`config.mk`:
```
export PLATFORM = sky130hd
export DESIGN_NAME = qam16_demap_ctrl_flat
export DESIGN_NICKNAME = d
export VERILOG_FILES = /design/src/rtl/qam16_pkg.sv /design/src/rtl/qam16_demap_ctrl_if.sv /design/src/rtl/byte_fifo2.sv /design/src/rtl/qam16_demap_ctrl.sv /design/src/flat_wrapper.sv
export SDC_FILE = /design/constraint.sdc
export NUM_CORES = 1
export LEC_CHECK = 0
export ABC_AREA = 1
export ABC_CLOCK_PERIOD_IN_PS = 6900
export CORE_ASPECT_RATIO = 1.1
export CORE_MARGIN = 1
export CORE_UTILIZATION = 50
export DETAILED_ROUTE_END_ITERATION = 12
export PLACE_DENSITY_LB_ADDON = 0.3
export SYNTH_ARGS = -nofsm -noshare
export SYNTH_HDL_FRONTEND = slang
export SYNTH_HIERARCHICAL = 1
export SYNTH_SLANG_ARGS = --single-unit
```
`constraint.sdc`:
```
create_clock -name clk -period 6.9 [get_ports clk]
set_input_delay 2.07 -clock clk [delete_from_list [all_inputs] [get_ports clk]]
set_output_delay 2.07 -clock clk [all_outputs]
set_load 0.02 [all_outputs]
```
`src/rtl/qam16_pkg.sv`:
```
// Shared types and constants for the QAM16 demapper frame sequencer.
package qam16_pkg;
    typedef enum logic [1:0] {
        IDLE  = 2'd0,
        RUN   = 2'd1,
        FLUSH = 2'd2
    } demap_state_t;

    localparam int NIB_W          = 4;
    localparam int BYTE_W         = 8;
    localparam int IQ_W           = 16;
    localparam int FIFO_DEPTH_DEF = 2;

    typedef struct packed {
        logic              last;
        logic [BYTE_W-1:0] data;
    } byte_entry_t;
endpackage

```
`src/rtl/qam16_demap_ctrl_if.sv`:
```
// Sample input stream and byte output stream of the QAM16 frame sequencer.
interface qam16_demap_ctrl_if;
    import qam16_pkg::*;

    // A beat transfers on a rising edge where valid && ready are both high;
    // the byte side holds tdata/tlast stable while valid && !ready.
    logic [IQ_W-1:0]   s_tdata;
    logic              s_tvalid;
    logic              s_tready;
    logic [BYTE_W-1:0] m_tdata;
    logic              m_tvalid;
    logic              m_tlast;
    logic              m_tready;

    // master: environment (sample source, byte sink); slave: the sequencer
    modport master (
        output s_tdata, s_tvalid, m_tready,
        input  s_tready, m_tdata, m_tvalid, m_tlast
    );
    modport slave (
        input  s_tdata, s_tvalid, m_tready,
        output s_tready, m_tdata, m_tvalid, m_tlast
    );
endinterface

```
`src/rtl/byte_fifo2.sv`:
```
// Two-entry byte FIFO with a registered head so the output stream comes straight from flops.
module byte_fifo2
    import qam16_pkg::*;
(
    input  logic        clk,
    input  logic        rst,
    input  logic        push,
    input  byte_entry_t din,
    input  logic        pop,
    output byte_entry_t head,
    output logic [1:0]  count
);
    byte_entry_t tail;

    always_ff @(posedge clk or posedge rst) begin
        if (rst) begin
            head  <= '0;
            tail  <= '0;
            count <= 2'd0;
        end else begin
            case ({push, pop})
                2'b10: begin
                    if (count == 2'd0) begin
                        head  <= din;
                        count <= 2'd1;
                    end else if (count == 2'd1) begin
                        tail  <= din;
                        count <= 2'd2;
                    end
                end
                2'b01: begin
                    if (count != 2'd0) begin
                        head  <= tail;
                        count <= count - 2'd1;
                    end
                end
                2'b11: begin
                    // count is unchanged; the new entry lands behind whatever remains
                    if (count == 2'd1) begin
                        head <= din;
                    end else begin
                        head <= tail;
                        tail <= din;
                    end
                end
                default: ;
            endcase
        end
    end
endmodule

```
`src/rtl/qam16_demap_ctrl.sv`:
```
// Frame sequencer: feeds IQ samples to the external demapper, packs nibble pairs into bytes.
module qam16_demap_ctrl
    import qam16_pkg::*;
#(
    parameter int FRAME_LEN_W = 16,
    parameter int FIFO_DEPTH  = FIFO_DEPTH_DEF
) (
    input  logic                   clk,
    input  logic                   rst,
    input  logic                   start,
    input  logic [FRAME_LEN_W-1:0] frame_len,
    output logic                   busy,
    output logic                   done,
    output logic [IQ_W-1:0]        demap_din,
    output logic                   demap_wren,
    input  logic                   demap_rdout,
    input  logic [NIB_W-1:0]       demap_dout,
    qam16_demap_ctrl_if.slave      io,
    output demap_state_t           dbg_state
);
    demap_state_t state, state_nxt;

    logic [FRAME_LEN_W-1:0] len, issued, received;
    logic                   half, inflight, done_q;
    logic [NIB_W-1:0]       hi_nib;
    logic [1:0]             fifo_count;
    byte_entry_t            fifo_head, push_entry;
    logic                   fifo_valid, pop, push, issue, last_issue;
    logic                   nib_take, rcv_last, last_pop, credit_ok, s_ready;
    logic [2:0]             reserved;

    assign fifo_valid = (fifo_count != 2'd0);
    assign pop        = fifo_valid && io.m_tready;
    assign issue      = io.s_tvalid && s_ready;
    assign last_issue = issue && (issued == len - FRAME_LEN_W'(1));

    // Slots already promised: stored bytes (minus one leaving now) plus one for a
    // half byte or in-flight symbol. The demapper cannot stall, so every result needs room.
    assign reserved  = {1'b0, fifo_count} - {2'b00, pop} + {2'b00, (inflight || half)};
    assign credit_ok = (reserved < 3'(FIFO_DEPTH));

    assign nib_take = demap_rdout && (state != IDLE) && (received != len);
    assign rcv_last = (received == len - FRAME_LEN_W'(1));
    assign push     = nib_take && (half || rcv_last);
    assign last_pop = (state == FLUSH) && pop && fifo_head.last;

    always_comb begin
        push_entry.last = rcv_last;
        push_entry.data = half ? {hi_nib, demap_dout} : {demap_dout, {NIB_W{1'b0}}};
    end

    always_ff @(posedge clk or posedge rst) begin
        if (rst) state <= IDLE;
        else     state <= state_nxt;
    end

    always_comb begin
        state_nxt = state;
        case (state)
            IDLE:    if (start && (frame_len != '0)) state_nxt = RUN;
            RUN:     if (last_issue)                 state_nxt = FLUSH;
            FLUSH:   if (last_pop)                   state_nxt = IDLE;
            default: state_nxt = IDLE;
        endcase
    end

    always_comb begin
        busy    = (state != IDLE);
        s_ready = (state == RUN) && (issued < len) && credit_ok;
    end

    always_ff @(posedge clk or posedge rst) begin
        if (rst) begin
            len      <= '0;
            issued   <= '0;
            received <= '0;
            half     <= 1'b0;
            hi_nib   <= '0;
            inflight <= 1'b0;
            done_q   <= 1'b0;
        end else begin
            inflight <= issue;
            done_q   <= ((state == IDLE) && start && (frame_len == '0)) || last_pop;
            if ((state == IDLE) && start) begin
                len      <= frame_len;
                issued   <= '0;
                received <= '0;
                half     <= 1'b0;
            end else begin
                if (issue) issued <= issued + FRAME_LEN_W'(1);
                if (nib_take) begin
                    received <= received + FRAME_LEN_W'(1);
                    half     <= !half && !rcv_last;
                    if (!half) hi_nib <= demap_dout;
                end
            end
        end
    end

    byte_fifo2 u_fifo (
        .clk   (clk),
        .rst   (rst),
        .push  (push),
        .din   (push_entry),
        .pop   (pop),
        .head  (fifo_head),
        .count (fifo_count)
    );

    assign io.s_tready = s_ready;
    assign io.m_tvalid = fifo_valid;
    assign io.m_tdata  = fifo_head.data;
    assign io.m_tlast  = fifo_head.last;
    assign demap_din   = io.s_tdata;
    assign demap_wren  = issue;
    assign done        = done_q;
    assign dbg_state   = state;
endmodule

```
`src/flat_wrapper.sv`:
```
// flat-port wrapper written by rule: the top's interface ports become plain ports
module qam16_demap_ctrl_flat import qam16_pkg::*;
#(
    parameter int FRAME_LEN_W = 16,
    parameter int FIFO_DEPTH  = FIFO_DEPTH_DEF
)
  (clk, rst, start, frame_len, busy, done, demap_din, demap_wren, demap_rdout, demap_dout, dbg_state, io_s_tdata, io_s_tvalid, io_m_tready, io_s_tready, io_m_tdata, io_m_tvalid, io_m_tlast);
  qam16_demap_ctrl_if io_i ();
  input  logic clk;
  input  logic rst;
  input  logic start;
  input  logic [FRAME_LEN_W-1:0] frame_len;
  output logic busy;
  output logic done;
  output logic [IQ_W-1:0] demap_din;
  output logic demap_wren;
  input  logic demap_rdout;
  input  logic [NIB_W-1:0] demap_dout;
  output demap_state_t dbg_state;
  input wire logic [$bits(io_i.s_tdata)-1:0] io_s_tdata;
  input wire logic [$bits(io_i.s_tvalid)-1:0] io_s_tvalid;
  input wire logic [$bits(io_i.m_tready)-1:0] io_m_tready;
  output wire logic [$bits(io_i.s_tready)-1:0] io_s_tready;
  output wire logic [$bits(io_i.m_tdata)-1:0] io_m_tdata;
  output wire logic [$bits(io_i.m_tvalid)-1:0] io_m_tvalid;
  output wire logic [$bits(io_i.m_tlast)-1:0] io_m_tlast;
  assign io_i.s_tdata = io_s_tdata;
  assign io_i.s_tvalid = io_s_tvalid;
  assign io_i.m_tready = io_m_tready;
  assign io_s_tready = io_i.s_tready;
  assign io_m_tdata = io_i.m_tdata;
  assign io_m_tvalid = io_i.m_tvalid;
  assign io_m_tlast = io_i.m_tlast;
  qam16_demap_ctrl #(.FRAME_LEN_W(FRAME_LEN_W), .FIFO_DEPTH(FIFO_DEPTH)) u_core (.clk(clk), .rst(rst), .start(start), .frame_len(frame_len), .busy(busy), .done(done), .demap_din(demap_din), .demap_wren(demap_wren), .demap_rdout(demap_rdout), .demap_dout(demap_dout), .io(io_i), .dbg_state(dbg_state));
endmodule
```
==> results of run 1 <==
## synthesized netlist by cell type
cell	count
nand3_4	1
or2_1	1
nand2_4	3
xnor2_1	12
a21oi_1	9
ha_1	22
nand2_1	311
nor2_2	4
nand3_2	2
nor2_4	2
nor4_1	6
nor2_1	135
fa_1	1
nor3_1	5
nand4_1	17
buf_2	9
a21o_1	2
nor3b_2	1
o21ai_0	41
o21a_1	1
o21bai_1	2
xor2_1	42
dfrtp_1	77
buf_1	1
nand3b_1	3
nand3_1	104
buf_4	20
clkbuf_2	1
nor4_4	1
inv_2	6
inv_1	92
clkbuf_1	11
nand2_2	6
clkinv_1	2
buf_6	3
## metrics by stage
stage	std cells	setup slack [ps]	instance area (sq um)	power [mW]
after floorplan	956	1209	6220	1.694
after global placement	1112	318.8	6589	1.992
after detailed placement	1112	260.9	6589	2.024
after CTS	1128	249.2	6937	2.595
after global routing	1128	106.2	6937	2.825
final	1128	252.2	6937	2.592
## worst reg2reg max path, stage by stage, from the launching register on
cell     delay, ps
dfrtp_1        400
inv_1          160
ha_1           250
nand2_1        170
nor2_2         250
nand2_2        150
nor2_2         150
nand2_1         60
nand2_1        100
nand3_1         90
nor2_1         100
nand2_1         60
a21oi_1        360
inv_1          350
nor2_4         200
nand2_4        130
nand2_4        140
nand3_1         90
nand2_1         70
## routing by layer
| metal | track usage [%] | up-vias | routed length (microns) |
|---|---|---|---|
| met2 | 43.67 | 179 | 7464 |
| met5 | 0 | - | 0 |
| met3 | 3.831 | 34 | 804 |
| li1 | - | 3037 | - |
| met1 | 34.60 | 2780 | 6972 |
| met4 | 13.34 | 0 | 513 |
## sequential cells by signal, summed over array words and instances, names as in the netlist
register,count
u_core/issued,16
u_core/len,16
u_core/received,16
u_core/u_fifo/head,9
u_core/u_fifo/tail,9
u_core/hi_nib,4
u_core/dbg_state,2
u_core/u_fifo/count,2
u_core/done,1
u_core/half,1
u_core/inflight,1
## power by group
| part | internal (mW) | switching [mW] | leakage [nW] |
|---|---|---|---|
| clock | 0.355 | 0.203 | 0.162 |
| combinational | 0.477 | 0.811 | 2.45 |
| sequential | 0.580 | 0.166 | 0.995 |
| total | 1.41 | 1.18 | 3.61 |
## area by class of cell
class / count / area [sq um] / share of cell area, %
clock buffers: 9 / 225.2 / 3.247
clock inverters: 7 / 122.6 / 1.768
inverters: 100 / 375.4 / 5.411
multi-input cells: 734 / 3638 / 52.45
flip-flops and latches: 77 / 1927 / 27.78
well taps: 154 / 192.7 / 2.778
repair buffers: 47 / 455.4 / 6.566
## how the worst min path moves through the flow
stage	slack, ps	start	end
4_1_cts	500	u_core/hi_nib[0]	u_core/hi_nib[0]
6_report	490	u_core/hi_nib[0]	u_core/hi_nib[0]
2_1_floorplan	450	u_core/hi_nib[0]	u_core/hi_nib[0]
5_1_grt	520	u_core/hi_nib[2]	u_core/hi_nib[2]
3_3_place_gp	470	u_core/hi_nib[2]	u_core/hi_nib[2]
3_5_place_dp	480	u_core/hi_nib[0]	u_core/hi_nib[0]
## cells by family (layout without fill, tap and decap cells)
| logic type | after synthesis | count (layout) | synth area share [%] |
|---|---|---|---|
| AND/OR/NAND/NOR | 602 | 602 | 41.52 |
| buffers and inverters | 145 | 163 | 10.52 |
| XOR/XNOR | 54 | 54 | 7.604 |
| AO/OA/AOI/OAI | 55 | 55 | 4.627 |
| flip-flops | 77 | 77 | 30.98 |
| adder cells (fa/ha/maj) | 23 | 23 | 4.747 |
==> results.ini, run 1 <==
[timing]
skew_ps=8.341
final_max_slew_viol_count=0
fmax_ghz=0.1504
timing.setup.tns_ps=0
min_period_ps=6648
final-hold-violation-count=0
rsz0062_at_grt=false
hold_slack_ps=493.7
setup_viol=0
worst_pin_slew_ps=822.1
relSlewSlack_pct=45.14
fin_crit_sh_pct=96.34

[die]
ioPinCount=74
fp.dieW_microns=108.3
rows=42
dieArea_sq_um=12890
core-area_sq_um=12090
start_util_pct=51.46
die_h_microns=119.0

[setup_path]
path_max_fanout=3
r2r_setup_slack_ps=3550
cp_common_cell=nor2_1
arrival_ps=4580
critical_path.cell_chain=clkdlybuf4s50_1, o21a_1, ha_1, nor2_1, fa_1, nor2_1, nand4_1, nor2_1, clkdlybuf4s50_1
path_depth=9
r2r-start=u_core/len[1]
startpoint_type=input port
critPathCaptureType=primary output
endpoint=demap_wren
startpoint=io_m_tready
reg2reg_depth=18
r2r-end=u_core/u_fifo/tail[1]
critical_path_class=input port to primary output
cp_slowest_cell=clkdlybuf4s50_1
worstPathRequired_ps=4830
slowest_delay_ps=620
critPathBufInv=2
path_delay_family=buffers and inverters

[global_routing]
grt_antenna_before_repair=0
grt_pass1_vias=5664
track_usage_pct=26.86
grt_pass1_wl_mm=26.99
grt_max_degree=58
overflow=0

[cts]
clock-sinks=77
ctsHoldBuffers=0
clkTransAtPathRegs_ps=70
cts_tree=done
cts_resized=0
insertion_delay_ps=350
root_buffer=clkbuf_16
h-tree-depth=3
clock_tree.buffer_depth=2
cts_buffers=9
cts_setup_buffers=0

[cells_and_area]
antenna_cells=0
final_common_cell=nand2_1
num-nets-final=1034
fillers=1218
utilization_pct=57.39
final_cell_mix=nand2_1 (311), nor2_1 (135), nand3_1 (104)
drive_gt1_share_pct=5.031
area_growth_syn_to_layout_pct=11.53

[synth]
synth_cells=956
syn-num-nets=1021
avgSynthCellArea_sq_um=6.506
synth_top_cell_area_share_pct=30.98
synth_cell_types=35
synth_seq_cells=77
seq_area_frac_synth_pct=30.98
synth_warnings=6
yosys.area.top_type=dfrtp_1
synthesis.area_sq_um=6220
netlist_top_cells_area=dfrtp_1 (31%), nand2_1 (19%), nand3_1 (8.4%)

[routing]
vias=6030
postRouteAntennaNets=0
detail_route.wl_per_cell_microns=13.97
post-route-drc-count=0
routed_wl_mm=15.76
dr.first_iter.drc_count=402
firstDrtPassIters=5
viasPerCell=5.346

[placed_design]
numPortBuffers=41
gp_congestion=0.8809
post-dp-hpwl_mm=11.35

[pwr]
power_density_nw_per_um2=373.7
cellLeakagePower_nw=3.608
peakVddDrop_uv=210.9

[hold_path]
hold_class=flop to flop
hold_depth=2

[run]
max-cap-violations=0

[outcome]
outcome=finished, final reports clean

Note: power is estimated with default switching activity, not from simulation.
==> run 2, diff against run 1 <==
- CTS_CLUSTER_SIZE: unset -> 25
==> results of run 2 <==
Final layout, timing and power as in run 1 (identical DEF).
==> run 3, diff against run 2 <==
- ABC_CLOCK_PERIOD_IN_PS: 6900 -> 6600
- SLEW_MARGIN: unset -> 40
- clock period: 6.9 -> 6.6 ns (I/O delays scaled with it)
==> run 3 against run 2 <==
Effect of this change:
- die area unchanged
- final cell count about the same
- clock skew rose by 0.56 ps
- count of clock-buffer cells in the layout increased by 2
- hold slack is essentially flat
- sequential power increased by 4.6%
- largest cell class unchanged
- largest power group unchanged
- highest routed layer unchanged
==> results.ini, run 3 (synthesis gave the netlist of run 1 again) <==
[outcome]
outcome=finished, final reports clean

[cells_and_area]
drive_gt1_share_pct=4.933
num-nets-final=1034
top_regs=u_core/issued (16), u_core/len (16), u_core/received (16)
antenna_cells=0
final_cell_mix=nand2_1 (311), nor2_1 (135), nand3_1 (104)
design_area_sq_um=6908
instances_no_fill=1127
utilization_pct=57.15
area_growth_syn_to_layout_pct=11.06
final_common_cell=nand2_1
fillers=1215

[setup_path]
cp_slowest_cell=clkdlybuf4s50_1
critical_path_class=input port to primary output
slowest_delay_ps=620
worstPathRequired_ps=4620
reg2reg_depth=18
path_max_fanout=3
critical_path.cell_chain=clkdlybuf4s50_1, o21a_1, ha_1, nor2_1, fa_1, nor2_1, nand4_1, nor2_1, clkdlybuf4s50_1
startpoint_type=input port
r2r-end=u_core/u_fifo/tail[8]
r2r-start=u_core/len[1]
arrival_ps=4420
critPathCaptureType=primary output
r2r_setup_slack_ps=3240
cp_common_cell=nor2_1

[hold_path]
hold_depth=2
holdPathEnd=u_core/hi_nib[0]
hold_class=flop to flop
hold_start=u_core/hi_nib[0]

[die]
die_h_microns=119.0
core-area_sq_um=12090
dieArea_sq_um=12890
ioPinCount=74
rows=42
start_util_pct=51.46
fp.dieW_microns=108.3

[timing]
final-hold-violation-count=0
worst_pin_slew_ps=775.4
skew_ps=8.900
setup_ws_ps=199.1
rsz0062_at_grt=false
min_period_ps=6401
fmax_ghz=0.1562
setup_viol=0
timing.setup.tns_ps=0
fin_crit_sh_pct=96.98
relSlewSlack_pct=48.12
hold_slack_ps=493.3
final_max_slew_viol_count=0

[placed_design]
gp_congestion=0.8656
post-dp-hpwl_mm=11.15
place_area_sq_um=6589
dp_slack_ps=188.5
numPortBuffers=41
dp.cells=1112

[cts]
h-tree-depth=3
ctsHoldBuffers=0
root_buffer=clkbuf_16
cts_tree=done
cts_buffers=9
cts_setup_buffers=0
clock_tree.buffer_depth=2
clock-sinks=77
insertion_delay_ps=350
clkTransAtPathRegs_ps=60
cts_resized=0

[routing]
post-route-drc-count=0
met2_length_mm=7.272
met3_length_microns=605
viasPerCell=5.205
vias=5866
postRouteAntennaNets=0
detail_route.wl_per_cell_microns=13.78
top_layer=met4
routed_wl_mm=15.53
dr.first_iter.drc_count=376
firstDrtPassIters=4
m1WireLength_mm=7.132

[global_routing]
grt_max_degree=58
grt_antenna_before_repair=0
track_usage_pct=26.20
grt_pass1_vias=5524
grt_pass1_wl_mm=26.28
overflow=0

[pwr]
peakVddDrop_uv=218.4
cellLeakagePower_nw=3.597
total_power_mw=2.641
power_density_nw_per_um2=382.4

[run]
max-cap-violations=0

-- run 3: changes by cell type in the layout (fill, tap and decap cells not counted) --
cell,previous run,this run
clkinvlp_4,2,1
clkbuf_8,0,1
buf_6,0,1
buf_4,6,5
bufinv_16,3,2
clkbuf_1,0,1
clkinv_2,0,1
inv_2,7,8
clkinv_4,1,0
inv_6,1,0
inv_1,91,90
-- run 3: how the worst max path moves through the flow --
stage | start | end | slack [ps] | cells past startpoint
after floorplan | io_m_tready | demap_wren | 1090 | 8
after global placement | io_m_tready | demap_wren | 200 | 9
after detailed placement | io_m_tready | demap_wren | 190 | 9
after CTS | io_m_tready | demap_wren | 190 | 9
after global routing | io_m_tready | demap_wren | 40 | 9
final | io_m_tready | demap_wren | 200 | 9
-- run 3: metal layers --
layer  global-route usage [%]  vias to the layer above
met5                        0                        -
met3                    3.229                       33
met1                    34.43                     2684
met2                    41.68                      120
met4                    14.19                        0
li1                         -                     3029
-- run 3: critical path, delay by kind of cell --
family | cells | cell delay (ps)
buf+inv | 2 | 1080
fa+ha+maj | 2 | 660
simple gates | 4 | 570
compound gates | 1 | 140
-- run 3: layout make-up --
type                       instances  area, sq um  area share (%)
inverter                         100        375.4           5.434
timing repair buffer              47        459.2           6.647
multi-input combinational        734         3638           52.67
clock buffer                      11        242.7           3.514
sequential                        77         1927           27.89
clock inverter                     4        72.57           1.051
tap                              154        192.7           2.789
-- run 3: report_power, final --
group          internal (mW)  total, mW  switching [mW]
clock network          0.339      0.535           0.197
logic                  0.496       1.33           0.830
registers              0.606      0.780           0.174
